==> src/rtl/door_sequencer.sv <==
// Door motor sequencer: STOP/OPENING/OPEN/CLOSING/FAULT FSM with a shared cycle counter.
// Optional hold-time auto-close in OPEN is enabled by defining DOOR_AUTO_CLOSE_EN.
module door_sequencer #(
   parameter int unsigned HOLD_CYCLES = 20,
   parameter int unsigned TRAVEL_MAX  = 40
) (
   input  logic clk2m,
   input  logic rst_n,
   input  logic key_up,
   input  logic key_down,
   input  logic sense_up,
   input  logic sense_down,
   input  logic obstruction,
   output logic ml,
   output logic mr,
   output logic light_red,
   output logic light_green,
   output logic fault
);

   localparam int unsigned CNT_MAX_VAL = (HOLD_CYCLES > TRAVEL_MAX) ? HOLD_CYCLES : TRAVEL_MAX;
   localparam int unsigned CW          = $clog2(CNT_MAX_VAL + 1);
   localparam logic [CW-1:0] TRAVEL_LAST = CW'(TRAVEL_MAX - 1);
`ifdef DOOR_AUTO_CLOSE_EN
   localparam logic [CW-1:0] HOLD_LAST   = CW'(HOLD_CYCLES - 1);
`endif

   typedef enum logic [2:0] {
      ST_STOP,
      ST_OPENING,
      ST_OPEN,
      ST_CLOSING,
      ST_FAULT
   } state_t;

   state_t        state, state_nxt;
   logic [CW-1:0] cnt;
   logic          hold_restart;

   always_ff @(posedge clk2m) begin
      if (!rst_n) state <= ST_STOP;
      else        state <= state_nxt;
   end

   // Contradictory end-stops override everything, including the FAULT hold.
   always_comb begin
      state_nxt    = state;
      hold_restart = 1'b0;
      if (sense_up && sense_down) begin
         state_nxt = ST_FAULT;
      end else begin
         case (state)
            ST_STOP: begin
               if (sense_up)                     state_nxt = ST_OPEN;
               else if (key_up)                  state_nxt = ST_OPENING;
               else if (key_down && !sense_down) state_nxt = ST_CLOSING;
            end
            ST_OPENING: begin
               if (sense_up)                 state_nxt = ST_OPEN;
               else if (cnt == TRAVEL_LAST)  state_nxt = ST_FAULT;
            end
            ST_OPEN: begin
               if (key_up)        hold_restart = 1'b1;
               else if (key_down) state_nxt = ST_CLOSING;
`ifdef DOOR_AUTO_CLOSE_EN
               else if (cnt == HOLD_LAST) state_nxt = ST_CLOSING;
`endif
            end
            ST_CLOSING: begin
               if (sense_down)                 state_nxt = ST_STOP;
               else if (obstruction || key_up) state_nxt = ST_OPENING;
               else if (cnt == TRAVEL_LAST)    state_nxt = ST_FAULT;
            end
            ST_FAULT: state_nxt = ST_FAULT;
            default:  state_nxt = ST_FAULT;
         endcase
      end
   end

   always_ff @(posedge clk2m) begin
      if (!rst_n)                               cnt <= '0;
      else if (state_nxt != state || hold_restart) cnt <= '0;
      else if (cnt != '1)                       cnt <= cnt + CW'(1);
   end

   always_comb begin
      ml          = 1'b0;
      mr          = 1'b0;
      light_red   = 1'b1;
      light_green = 1'b0;
      fault       = 1'b0;
      case (state)
         ST_OPENING: ml = 1'b1;
         ST_CLOSING: mr = 1'b1;
         ST_OPEN: begin
            light_red   = 1'b0;
            light_green = 1'b1;
         end
         ST_FAULT:   fault = 1'b1;
         default:    ;
      endcase
   end

endmodule

==> config.mk <==
export PLATFORM = sky130hd
export DESIGN_NAME = door_sequencer
export DESIGN_NICKNAME = d
export VERILOG_FILES = /design/src/rtl/door_sequencer.sv
export SDC_FILE = /design/constraint.sdc
export NUM_CORES = 1
export LEC_CHECK = 0
export BUFFER_PORTS_ARGS = -buffer_cell sky130_fd_sc_hd__buf_2
export CORE_MARGIN = 8
export CORE_UTILIZATION = 45
export DETAILED_ROUTE_END_ITERATION = 10
export GPL_TIMING_DRIVEN = 0
export HOLD_SLACK_MARGIN = 0.12
export PLACE_DENSITY = 0.67
export SYNTH_ARGS = -nofsm -noshare
export SYNTH_HDL_FRONTEND = slang
export SYNTH_SLANG_ARGS = --single-unit
==> constraint.sdc <==
create_clock -name clk2m -period 2.03 [get_ports clk2m]
set_clock_uncertainty 0.1 [all_clocks]
set_input_delay 0.3045 -clock clk2m [delete_from_list [all_inputs] [get_ports clk2m]]
set_output_delay 0.3045 -clock clk2m [all_outputs]
set_load 0.01 [all_outputs]
==> results.tsv, run 1 <==
stage	metric	value	unit
floorplanning	DIE WIDTH	53.99	um
sta	Worst-Margin Slew	448.9	ps
logic_synthesis	sequential share of the synthesized area	0.2775	
critical_path	crit-path cells	ha_1 > nand3_2 > nor3_2 > nor2b_1 > o2111ai_4 > nor2_1	
min_path	type of the worst min-delay path	input port to register	
sta	fin crit period	1834	ps
sta	RSZ-0062 raised after global routing	false	
placed_design	DP HPWL	1042	um
global_routing	gr usage total	0.1057	
clock_tree	Num CTS Buffers	3	
critical_path	Critical Path Fanout Max	6	
clock_tree	Longest Clk Path Bufs	2	
finish	final-layout fill cell count	128	
drt	Vias/cell	5.519	
sta	worst hold margin	231.0	ps
drt	WL per Instance	12.73	um
sta	final setup vio count	0	
critical_path	Setup crit end kind	register	
logic_synthesis	Post-Syn Nets	85	
drt	met2 WL	591	um
drt	TritonRoute pass-1 iters	4	
floorplanning	Initial Util	0.4929	
finish	# nets final	100	
flow_run	Max-cap violations	0	
clock_tree	Post-CTS Setup Inserts	0	
clock_tree	cts hold-fix bufs	0	
finish	Antenna Cells	0	
drt	antenna-violating nets left	0	
global_routing	initial antenna violation count	0	
critical_path	Worst Path Arrival	1870	ps
sta	sum of negative setup slack	0	ps
finish	Layout area overhead	15.41	%
global_routing	Overflow after GRT	0	
sta	Final WS setup	196.3	ps
power	Pleak	0.2964	nW
drt	top routing layer used	met3	
power	pwr dens	564.4	mW/mm^2
placed_design	Final Wtd Congestion	0.8315	
logic_synthesis	Post-Syn Area	649.4	um^2
sta	fin. max-slew vios	0	
clock_tree	H-tree levels	1	
floorplanning	Core Rows	13	
finish	final instance area	749.5	um^2
clock_tree	Clock Tree Root	clkbuf_4	
sta	Max Fclk	0.5453	GHz
drt	Routed WL	1349	um
critical_path	slowest stage cell, crit path	dfxtp_1	
clock_tree	Post-CTS Resized	1	
finish	Final Util	0.5689	
floorplanning	IO Pins	12	
global_routing	largest net degree at the start of global routing	11	
sta	final period utilization	0.9033	
logic_synthesis	Synth warnings	0	
global_routing	vias in the first global route	539	
placed_design	Place WS	4.988	ps
clock_tree	Reg clk slew, reported paths	60	ps
floorplanning	core area	0.001318	mm^2
drt	Metal-1 WL	700	um
logic_synthesis	Synth cell types	39	
floorplanning	die area	0.002914	mm^2
finish	ratio of cells with drive above 1 in the final layout	0.2967	
drt	met3 wire len	57	um
logic_synthesis	synthesized flop and latch total	9	
logic_synthesis	Post-Synthesis Cells	77	
sta	headroom to the max-slew limit	0.6984	
critical_path	critical path startpoint category	register	
critical_path	worst path required time	2070	ps
power	worst-case vdd ir drop	0.4039	mV
floorplanning	die height	53.99	um
placed_design	dpl cell area	718.2	um^2
sta	final hold vios	0	
logic_synthesis	Post-Syn Area per Cell	8.433	um^2
critical_path	Crit Path Class	register to register	
drt	DRC Markers	0	
placed_design	I/O Buffers	10	
global_routing	first-pass GRT wire length	2339	um
clock_tree	worst skew pair latency	260	ps
drt	Starting DRT DRC Count	11	
critical_path	slowest cell delay on critical path	360	ps
clock_tree	CTS tree	built	
drt	total number of vias	585	
clock_tree	Sink Count	9	
outcome	status	finished clean	
==> final cells by class <==
cell class	count	area, um^2	area share
buffer	3	32.53	0.04341
inverter	3	11.26	0.01503
clock buffer	4	26.28	0.03506
sequential	9	180.2	0.2404
timing repair buffer	10	50.05	0.06678
multi-input combinational	62	430.4	0.5743
tap	15	18.77	0.02504
==> kinds of logic (layout without fill, tap and decap cells) <==
group	Yosys count	in the layout	share of synthesized area
AND/OR/NAND/NOR	38	38	0.3218
AO/OA/AOI/OAI	19	19	0.2582
flip-flops	9	9	0.2775
buffers and inverters	6	20	0.06743
XOR/XNOR	3	3	0.04047
adder cells (fa/ha/maj)	1	1	0.01926
multiplexers	1	1	0.01541
==> path summary, 6_finish.rpt <==
path                from       end  slack [ps]  cells after the start
setup reg to reg  cnt[0]    cnt[2]         200                      6
hold / removal     rst_n  state[0]         230                      2
hold reg to reg   cnt[1]    cnt[1]         440                      2
setup / recovery  cnt[0]    cnt[2]         200                      6
==> state kept, by name (all words and copies together), names as in the netlist <==
| register | flops |
|---|---|
| state | 3 |
| cnt | 6 |
==> critical path, delay by kind of cell, from the launching register on <==
| kind | cells | cell delay [ps] |
|---|---|---|
| DFF | 1 | 360 |
| AOI/OAI and AO/OA | 1 | 310 |
| adders and majority gates | 1 | 280 |
| and+or+nand+nor | 4 | 650 |
==> per-stage QoR <==
step / std cells / power, W
floorplan: 77 / 0.0002635
global placement: 102 / 0.0002884
CTS: 106 / 0.0004287
global route: 106 / 0.0004462
finish: 106 / 0.0004230
detailed placement: 102 / 0.0002888
==> synth_stat cells <==
cell type | number | share of area
o2111ai_4 | 1 | 0.040
nand2b_1 | 1 | 0.0096
nor2_1 | 12 | 0.069
inv_1 | 2 | 0.012
and2b_2 | 1 | 0.013
o31ai_1 | 1 | 0.012
buf_6 | 1 | 0.017
a31oi_1 | 1 | 0.0096
nor4b_1 | 1 | 0.013
a21oi_1 | 4 | 0.031
a22o_1 | 1 | 0.013
a211oi_2 | 1 | 0.019
xor2_1 | 2 | 0.027
o21ai_0 | 1 | 0.0077
nor3b_1 | 3 | 0.035
o311a_1 | 1 | 0.015
nand3b_2 | 1 | 0.017
nand3_2 | 1 | 0.015
buf_4 | 1 | 0.012
xnor2_1 | 1 | 0.013
a22oi_2 | 1 | 0.019
clkbuf_8 | 1 | 0.021
nand3_1 | 4 | 0.031
nor2b_1 | 3 | 0.029
o31a_2 | 1 | 0.015
a21boi_0 | 2 | 0.023
nand2_1 | 5 | 0.029
a21o_2 | 1 | 0.013
and3_1 | 1 | 0.0096
mux2i_1 | 1 | 0.015
o21bai_1 | 1 | 0.012
nor3_1 | 3 | 0.023
nor3_2 | 1 | 0.015
dfxtp_1 | 9 | 0.28
or4_1 | 1 | 0.012
ha_1 | 1 | 0.019
o311ai_0 | 1 | 0.013
o221ai_1 | 1 | 0.013
inv_2 | 1 | 0.0058
==> placed cells by master, fill, tap and decap left out, types with 2 or more instances in the layout <==
cell / netlist / layout
nor2_1: 12 / 12
buf_2: 0 / 10
dfxtp_1: 9 / 9
nand2_1: 5 / 5
nand3_1: 4 / 4
a21oi_1: 4 / 4
nor3b_1: 3 / 3
nor2b_1: 3 / 3
clkbuf_4: 0 / 3
inv_1: 2 / 2
nor3_2: 1 / 2
nor3_1: 3 / 2
xor2_1: 2 / 2
a21boi_0: 2 / 2
==> power by group <==
part | internal (W) | leakage (nW) | switching, W
registers | 0.000184 | 0.0733 | 0.00000765
clock network | 0.0000757 | 0.0150 | 0.0000619
logic | 0.0000439 | 0.208 | 0.0000493
==> routing by layer <==
metal  track usage  vias to the layer above
li1              -                      307
met1        0.1376                      272
met2        0.1525                        6
met3       0.06061                        0
met4       0.01230                        0
met5             0                        -
Power figures use the tool's default switching activity.
==> inputs of run 2 (changes only) <==
CORE_MARGIN = 5   (was 8)
==> run 2 against run 1 <==
Highest routed layer is now met4. Sequential power barely moved. Cell count did not move. Non-clock buffer count did not move. Via count rose by 6.3%. Flip-flop and latch count did not move.
==> results.tsv, run 2 (synthesized netlist as in run 1, its figures left out) <==
stage	metric	value	unit
finish	Final Util	0.5629	
floorplanning	Initial Util	0.4869	
finish	registers with the most flip-flops	cnt: 6 flops, state: 3 flops	
drt	antenna-violating nets left	0	
global_routing	initial antenna violation count	0	
critical_path	slowest stage cell, crit path	dfxtp_1	
critical_path	Crit Path Class	register to register	
clock_tree	Sink Count	9	
clock_tree	Longest Clk Path Bufs	2	
min_path	type of the worst min-delay path	input port to register	
sta	final hold vios	0	
critical_path	Setup crit end kind	register	
critical_path	crit path buf inv count	0	
sta	RSZ-0062 raised after global routing	false	
floorplanning	core area	0.001334	mm^2
flow_run	Max-cap violations	0	
drt	WL per Instance	13.24	um
sta	fin crit period	1864	ps
floorplanning	die area	0.002303	mm^2
global_routing	gr usage total	0.1500	
critical_path	CP top delay family	simple AND/OR/NAND/NOR gates	
clock_tree	Num CTS Buffers	3	
placed_design	Place WS	-5.349	ps
drt	Routed WL	1403	um
sta	final setup vio count	0	
sta	headroom to the max-slew limit	0.7280	
finish	register with the most flip-flops	cnt	
critical_path	worst path required time	2080	ps
critical_path	critical path startpoint category	register	
power	Pleak	0.2992	nW
global_routing	vias in the first global route	565	
sta	fin. max-slew vios	0	
finish	most common cell after layout, fill and taps aside	nor2_1	
placed_design	DP HPWL	1082	um
drt	Vias/cell	5.868	
power	pwr dens	563.3	mW/mm^2
global_routing	first-pass GRT wire length	2428	um
critical_path	Stages on worst setup path	6	
critical_path	crit-path cells	ha_1 > nand3_2 > nor3_2 > nor2b_1 > o2111ai_4 > nor2_1	
clock_tree	Clock Tree Root	clkbuf_4	
clock_tree	H-tree levels	1	
min_path	hold path depth	2	
floorplanning	Core Rows	13	
sta	Final WS setup	165.9	ps
floorplanning	IO Pins	12	
drt	DRC Markers	0	
drt	total number of vias	622	
drt	Starting DRT DRC Count	8	
critical_path	slowest cell delay on critical path	370	ps
finish	ratio of cells with drive above 1 in the final layout	0.3077	
critical_path	r2r setup slk	170	ps
finish	max FFs per register	6	
floorplanning	die height	47.99	um
global_routing	Overflow after GRT	0	
critical_path	Worst Path Arrival	1910	ps
outcome	status	finished clean	
finish	Antenna Cells	0	
clock_tree	worst skew pair latency	260	ps
global_routing	largest net degree at the start of global routing	11	
sta	Worst-Margin Slew	404.5	ps
finish	Layout area overhead	15.61	%
placed_design	Final Wtd Congestion	0.7803	
floorplanning	DIE WIDTH	47.99	um
sta	final period utilization	0.9183	
clock_tree	CTS tree	built	
power	worst-case vdd ir drop	0.5652	mV
finish	most frequent cells in the layout	12 x nor2_1, 10 x buf_2, 9 x dfxtp_1, 5 x nand2_1	
placed_design	I/O Buffers	10	
drt	TritonRoute pass-1 iters	4	
finish	# nets final	100	
critical_path	Critical Path Fanout Max	6	
clock_tree	Reg clk slew, reported paths	60	ps
sta	Max Fclk	0.5364	GHz
critical_path	worst reg2reg path depth	6	
clock_tree	cts hold-fix bufs	0	
-- run 2: changes by cell type in the layout (fill, tap and decap cells not counted), sizes merged --
cell / previous run / this run
clkbuf: 5 / 4
clkinv: 0 / 1
-- run 2: metal layers --
metal,GRT usage,routed length [um],up-vias
li1,-,-,308
met1,0.1915,639,297
met2,0.2348,672,13
met3,0.06767,73,4
met4,0.02688,17,0
met5,0,0,-
-- run 2: repair_timing --
action                     4_1_cts  5_1_grt
setup endpoints to repair        5        0
resized for setup                1        0
buffers inserted                 0        0
-- run 2: report_power, final --
part | switching (W) | total [W] | leakage [nW] | internal [W]
Sequential | 0.00000802 | 0.000192 | 0.0733 | 0.000184
Clock | 0.0000639 | 0.000137 | 0.0177 | 0.0000727
Combinational | 0.0000499 | 0.0000939 | 0.208 | 0.0000439
-- run 2: area by class of cell --
| class | instances | area [um^2] |
|---|---|---|
| flip-flops and latches | 9 | 180.2 |
| clock inverters | 1 | 5.005 |
| inverters | 3 | 11.26 |
| fillers | 134 | 583.1 |
| clock buffers | 3 | 22.52 |
| well taps | 15 | 18.77 |
| repair buffers | 10 | 50.05 |
| multi-input cells | 62 | 430.4 |
| plain buffers | 3 | 32.53 |
-- run 2: final timing paths --
check,end,startpoint
max,cnt[2],cnt[0]
min,state[1],rst_n
max reg2reg,cnt[2],cnt[0]
min reg2reg,cnt[1],cnt[1]
-- run 2: per-stage QoR --
stage	setup TNS, ps	power [W]	instance area [um^2]	hold WS, ps	instances
6_report	0	0.0004229	750.7	227.8	106
5_1_grt	0	0.0004579	750.7	228.7	106
4_1_cts	0	0.0004262	750.7	229.7	106
3_5_place_dp	-5.534	0.0002897	718.2	423.3	102
3_3_place_gp	0	0.0002875	718.2	409.8	102
2_1_floorplan	0	0.0002635	649.4	350.4	77
==> inputs of run 3 (changes only) <==
ABC_AREA = 1   (was not set)
==> run 3 against run 2 <==
Register-to-register slack improved by 170 ps. Worst setup slack gained 170 ps. Wire length shrank 2.5%. Design area decreased by 1.5%. First-iteration DRC count increased by 38%. Count of clock-buffer cells in the layout rose by 1. Power grew 3.9%. Die area decreased by 1.5%. Core utilization shrank 0.16 points. Sequential power barely moved. Worst hold slack lost 20 ps. Cell count up 26%.
==> results.tsv, run 3 <==
stage	metric	value	unit
critical_path	critical path startpoint category	register	
drt	total number of vias	690	
critical_path	Worst Path Arrival	1730	ps
sta	final setup vio count	0	
finish	most frequent cells in the layout	25 x nand2_1, 17 x nor2_1, 12 x inv_1, 11 x nand3_1, 11 x buf_2	
global_routing	largest net degree at the start of global routing	9	
sta	Worst-Margin Slew	511.8	ps
logic_synthesis	sequential share of the synthesized area	0.2829	
logic_synthesis	most frequent cell after synthesis	nand2_1	
floorplanning	DIE WIDTH	47.62	um
global_routing	gr usage total	0.1511	
min_path	type of the worst min-delay path	input port to register	
placed_design	I/O Buffers	11	
placed_design	dpl cell area	710.7	um^2
finish	Layout area overhead	16.11	%
drt	Routed WL	1368	um
drt	antenna-violating nets left	0	
clock_tree	Sink Count	9	
critical_path	worst path required time	2070	ps
sta	Final WS setup	337.4	ps
logic_synthesis	Post-Syn Area	636.9	um^2
sta	Max Fclk	0.5908	GHz
finish	final instance area	739.5	um^2
global_routing	first-pass GRT wire length	2421	um
finish	Antenna Cells	0	
floorplanning	core area	0.001318	mm^2
floorplanning	Initial Util	0.4834	
finish	most common cell after layout, fill and taps aside	nand2_1	
power	P_int	0.0003043	W
floorplanning	Core Rows	13	
sta	fin crit period	1693	ps
floorplanning	IO Pins	12	
finish	register with the most flip-flops	cnt	
clock_tree	Reg clk slew, reported paths	60	ps
critical_path	Setup crit end kind	register	
drt	DRC Markers	0	
power	pwr dens	594.4	mW/mm^2
sta	final hold vios	0	
sta	final period utilization	0.8338	
clock_tree	Post-CTS Resized	0	
power	Switch Pwr	0.0001352	W
sta	sum of negative setup slack	0	ps
sta	RSZ-0062 raised after global routing	false	
critical_path	Critical Path Fanout Max	6	
clock_tree	Longest Clk Path Bufs	2	
placed_design	Place WS	302.3	ps
drt	Vias/cell	5.149	
global_routing	initial antenna violation count	0	
flow_run	Max-cap violations	0	
floorplanning	die height	47.62	um
logic_synthesis	Post-synth top cells	25 x nand2_1, 18 x nor2_1, 12 x inv_1	
logic_synthesis	Post-synth ARST share	0	
power	sequential power share	0.441	
clock_tree	cts hold-fix bufs	0	
logic_synthesis	Post-Syn Nets	112	
finish	ratio of cells with drive above 1 in the final layout	0.2269	
finish	# nets final	128	
clock_tree	Clock Tree Root	clkbuf_4	
power	Clock power frac	0.306	
outcome	status	finished clean	
drt	TritonRoute pass-1 iters	4	
logic_synthesis	largest area contributor in the netlist	dfxtp_1	
logic_synthesis	top cell type's share of synthesized area	0.2829	
global_routing	vias in the first global route	615	
logic_synthesis	Main synth FF type	dfxtp_1	
logic_synthesis	Synth cell types	20	
floorplanning	die area	0.002268	mm^2
logic_synthesis	leading post-synthesis cells by cell area	dfxtp_1 28%, nand2_1 15%, nor2_1 11%	
power	switching part of the total power	0.3077	
power	worst-case vdd ir drop	0.3451	mV
placed_design	Final Wtd Congestion	0.8093	
finish	registers with the most flip-flops	cnt: 6 flops, state: 3 flops	
clock_tree	Post-CTS Setup Inserts	0	
clock_tree	CTS tree	built	
critical_path	Crit Path Class	register to register	
logic_synthesis	EDFF count, synth	0	
sta	headroom to the max-slew limit	0.6562	
clock_tree	worst skew pair latency	260	ps
logic_synthesis	synthesized flop and latch total	9	
logic_synthesis	Post-Syn Area per Cell	6.124	um^2
power	Pleak	0.3779	nW
global_routing	Overflow after GRT	0	
logic_synthesis	Synth warnings	0	
logic_synthesis	Post-Synthesis Cells	104	
clock_tree	Num CTS Buffers	3	
finish	max FFs per register	6	
drt	WL per Instance	10.21	um
sta	fin. max-slew vios	0	
placed_design	DP HPWL	1093	um
drt	Starting DRT DRC Count	11	
clock_tree	H-tree levels	1	
power	Combinational Power Share	0.253	
## run 3: changes by cell type after synthesis, sizes merged, moves of 2 or more
cell    change
nor2        +9
nor2b       -3
a21boi      -2
inv        +11
nand2      +23
nand4       +2
nor3b       -3
o21ai       +2
nand3       +7
## run 3: kinds of logic (layout without fill, tap and decap cells)
family	count (synthesis)	count (layout)	share of synthesized area
compound gates	8	8	0.06680
xor+xnor	1	1	0.01375
fa+ha+maj	1	1	0.01964
buf+inv	16	31	0.1179
flops	9	9	0.2829
mux	1	1	0.01572
simple gates	68	68	0.4833
## run 3: worst max-delay path, cell delays in order (launching register included)
cell     delay [ps]
dfxtp_1         380
ha_1            230
nand3_1         110
nor2_2          160
nor2_1           60
nand2_1          50
nand2_1          70
nand2_1          80
nand2_1          60
nand2_1          70
nor2_2           40
nand2_2         100
nor2_1           50
## run 3: final cells by class
type	instances	area, um^2
plain buffers	2	22.52
clock buffers	4	26.28
fillers	142	578.1
inverters	14	52.55
multi-input cells	79	384.1
flip-flops and latches	9	180.2
well taps	15	18.77
repair buffers	11	55.05
## run 3: path summary, 6_finish.rpt
path | to | cells past startpoint | start | slack, ps
setup / recovery | cnt[5] | 12 | cnt[0] | 340
hold / removal | state[1] | 3 | rst_n | 210
setup reg to reg | cnt[5] | 12 | cnt[0] | 340
hold reg to reg | cnt[1] | 2 | cnt[1] | 470
## run 3: metrics by stage
stage	hold WS, ps	instances	total power, W	utilization
floorplan	355.5	104	0.0002794	-
global placement	459.7	130	0.0003061	0.5394
detailed placement	465.5	130	0.0003088	0.5394
CTS	204.8	134	0.0004435	0.5594
global route	211.0	134	0.0004752	0.5613
finish	208.1	134	0.0004395	0.5613
## run 3: power groups by stage
stage	clock network [W]	logic (W)	registers, W
CTS	0.000138	0.000112	0.000194
floorplan	0	0.0000834	0.000196
global placement	0	0.000109	0.000197
finish	0.000134	0.000111	0.000194
detailed placement	0	0.000111	0.000198
global route	0.000153	0.000128	0.000195
## run 3: routing by layer
layer	up-vias	share of wire	GRT usage
met5	-	0	0
met4	0	0.014	0.08065
met3	2	0.040	0.03383
met2	18	0.51	0.2540
met1	312	0.43	0.1779
li1	358	-	-
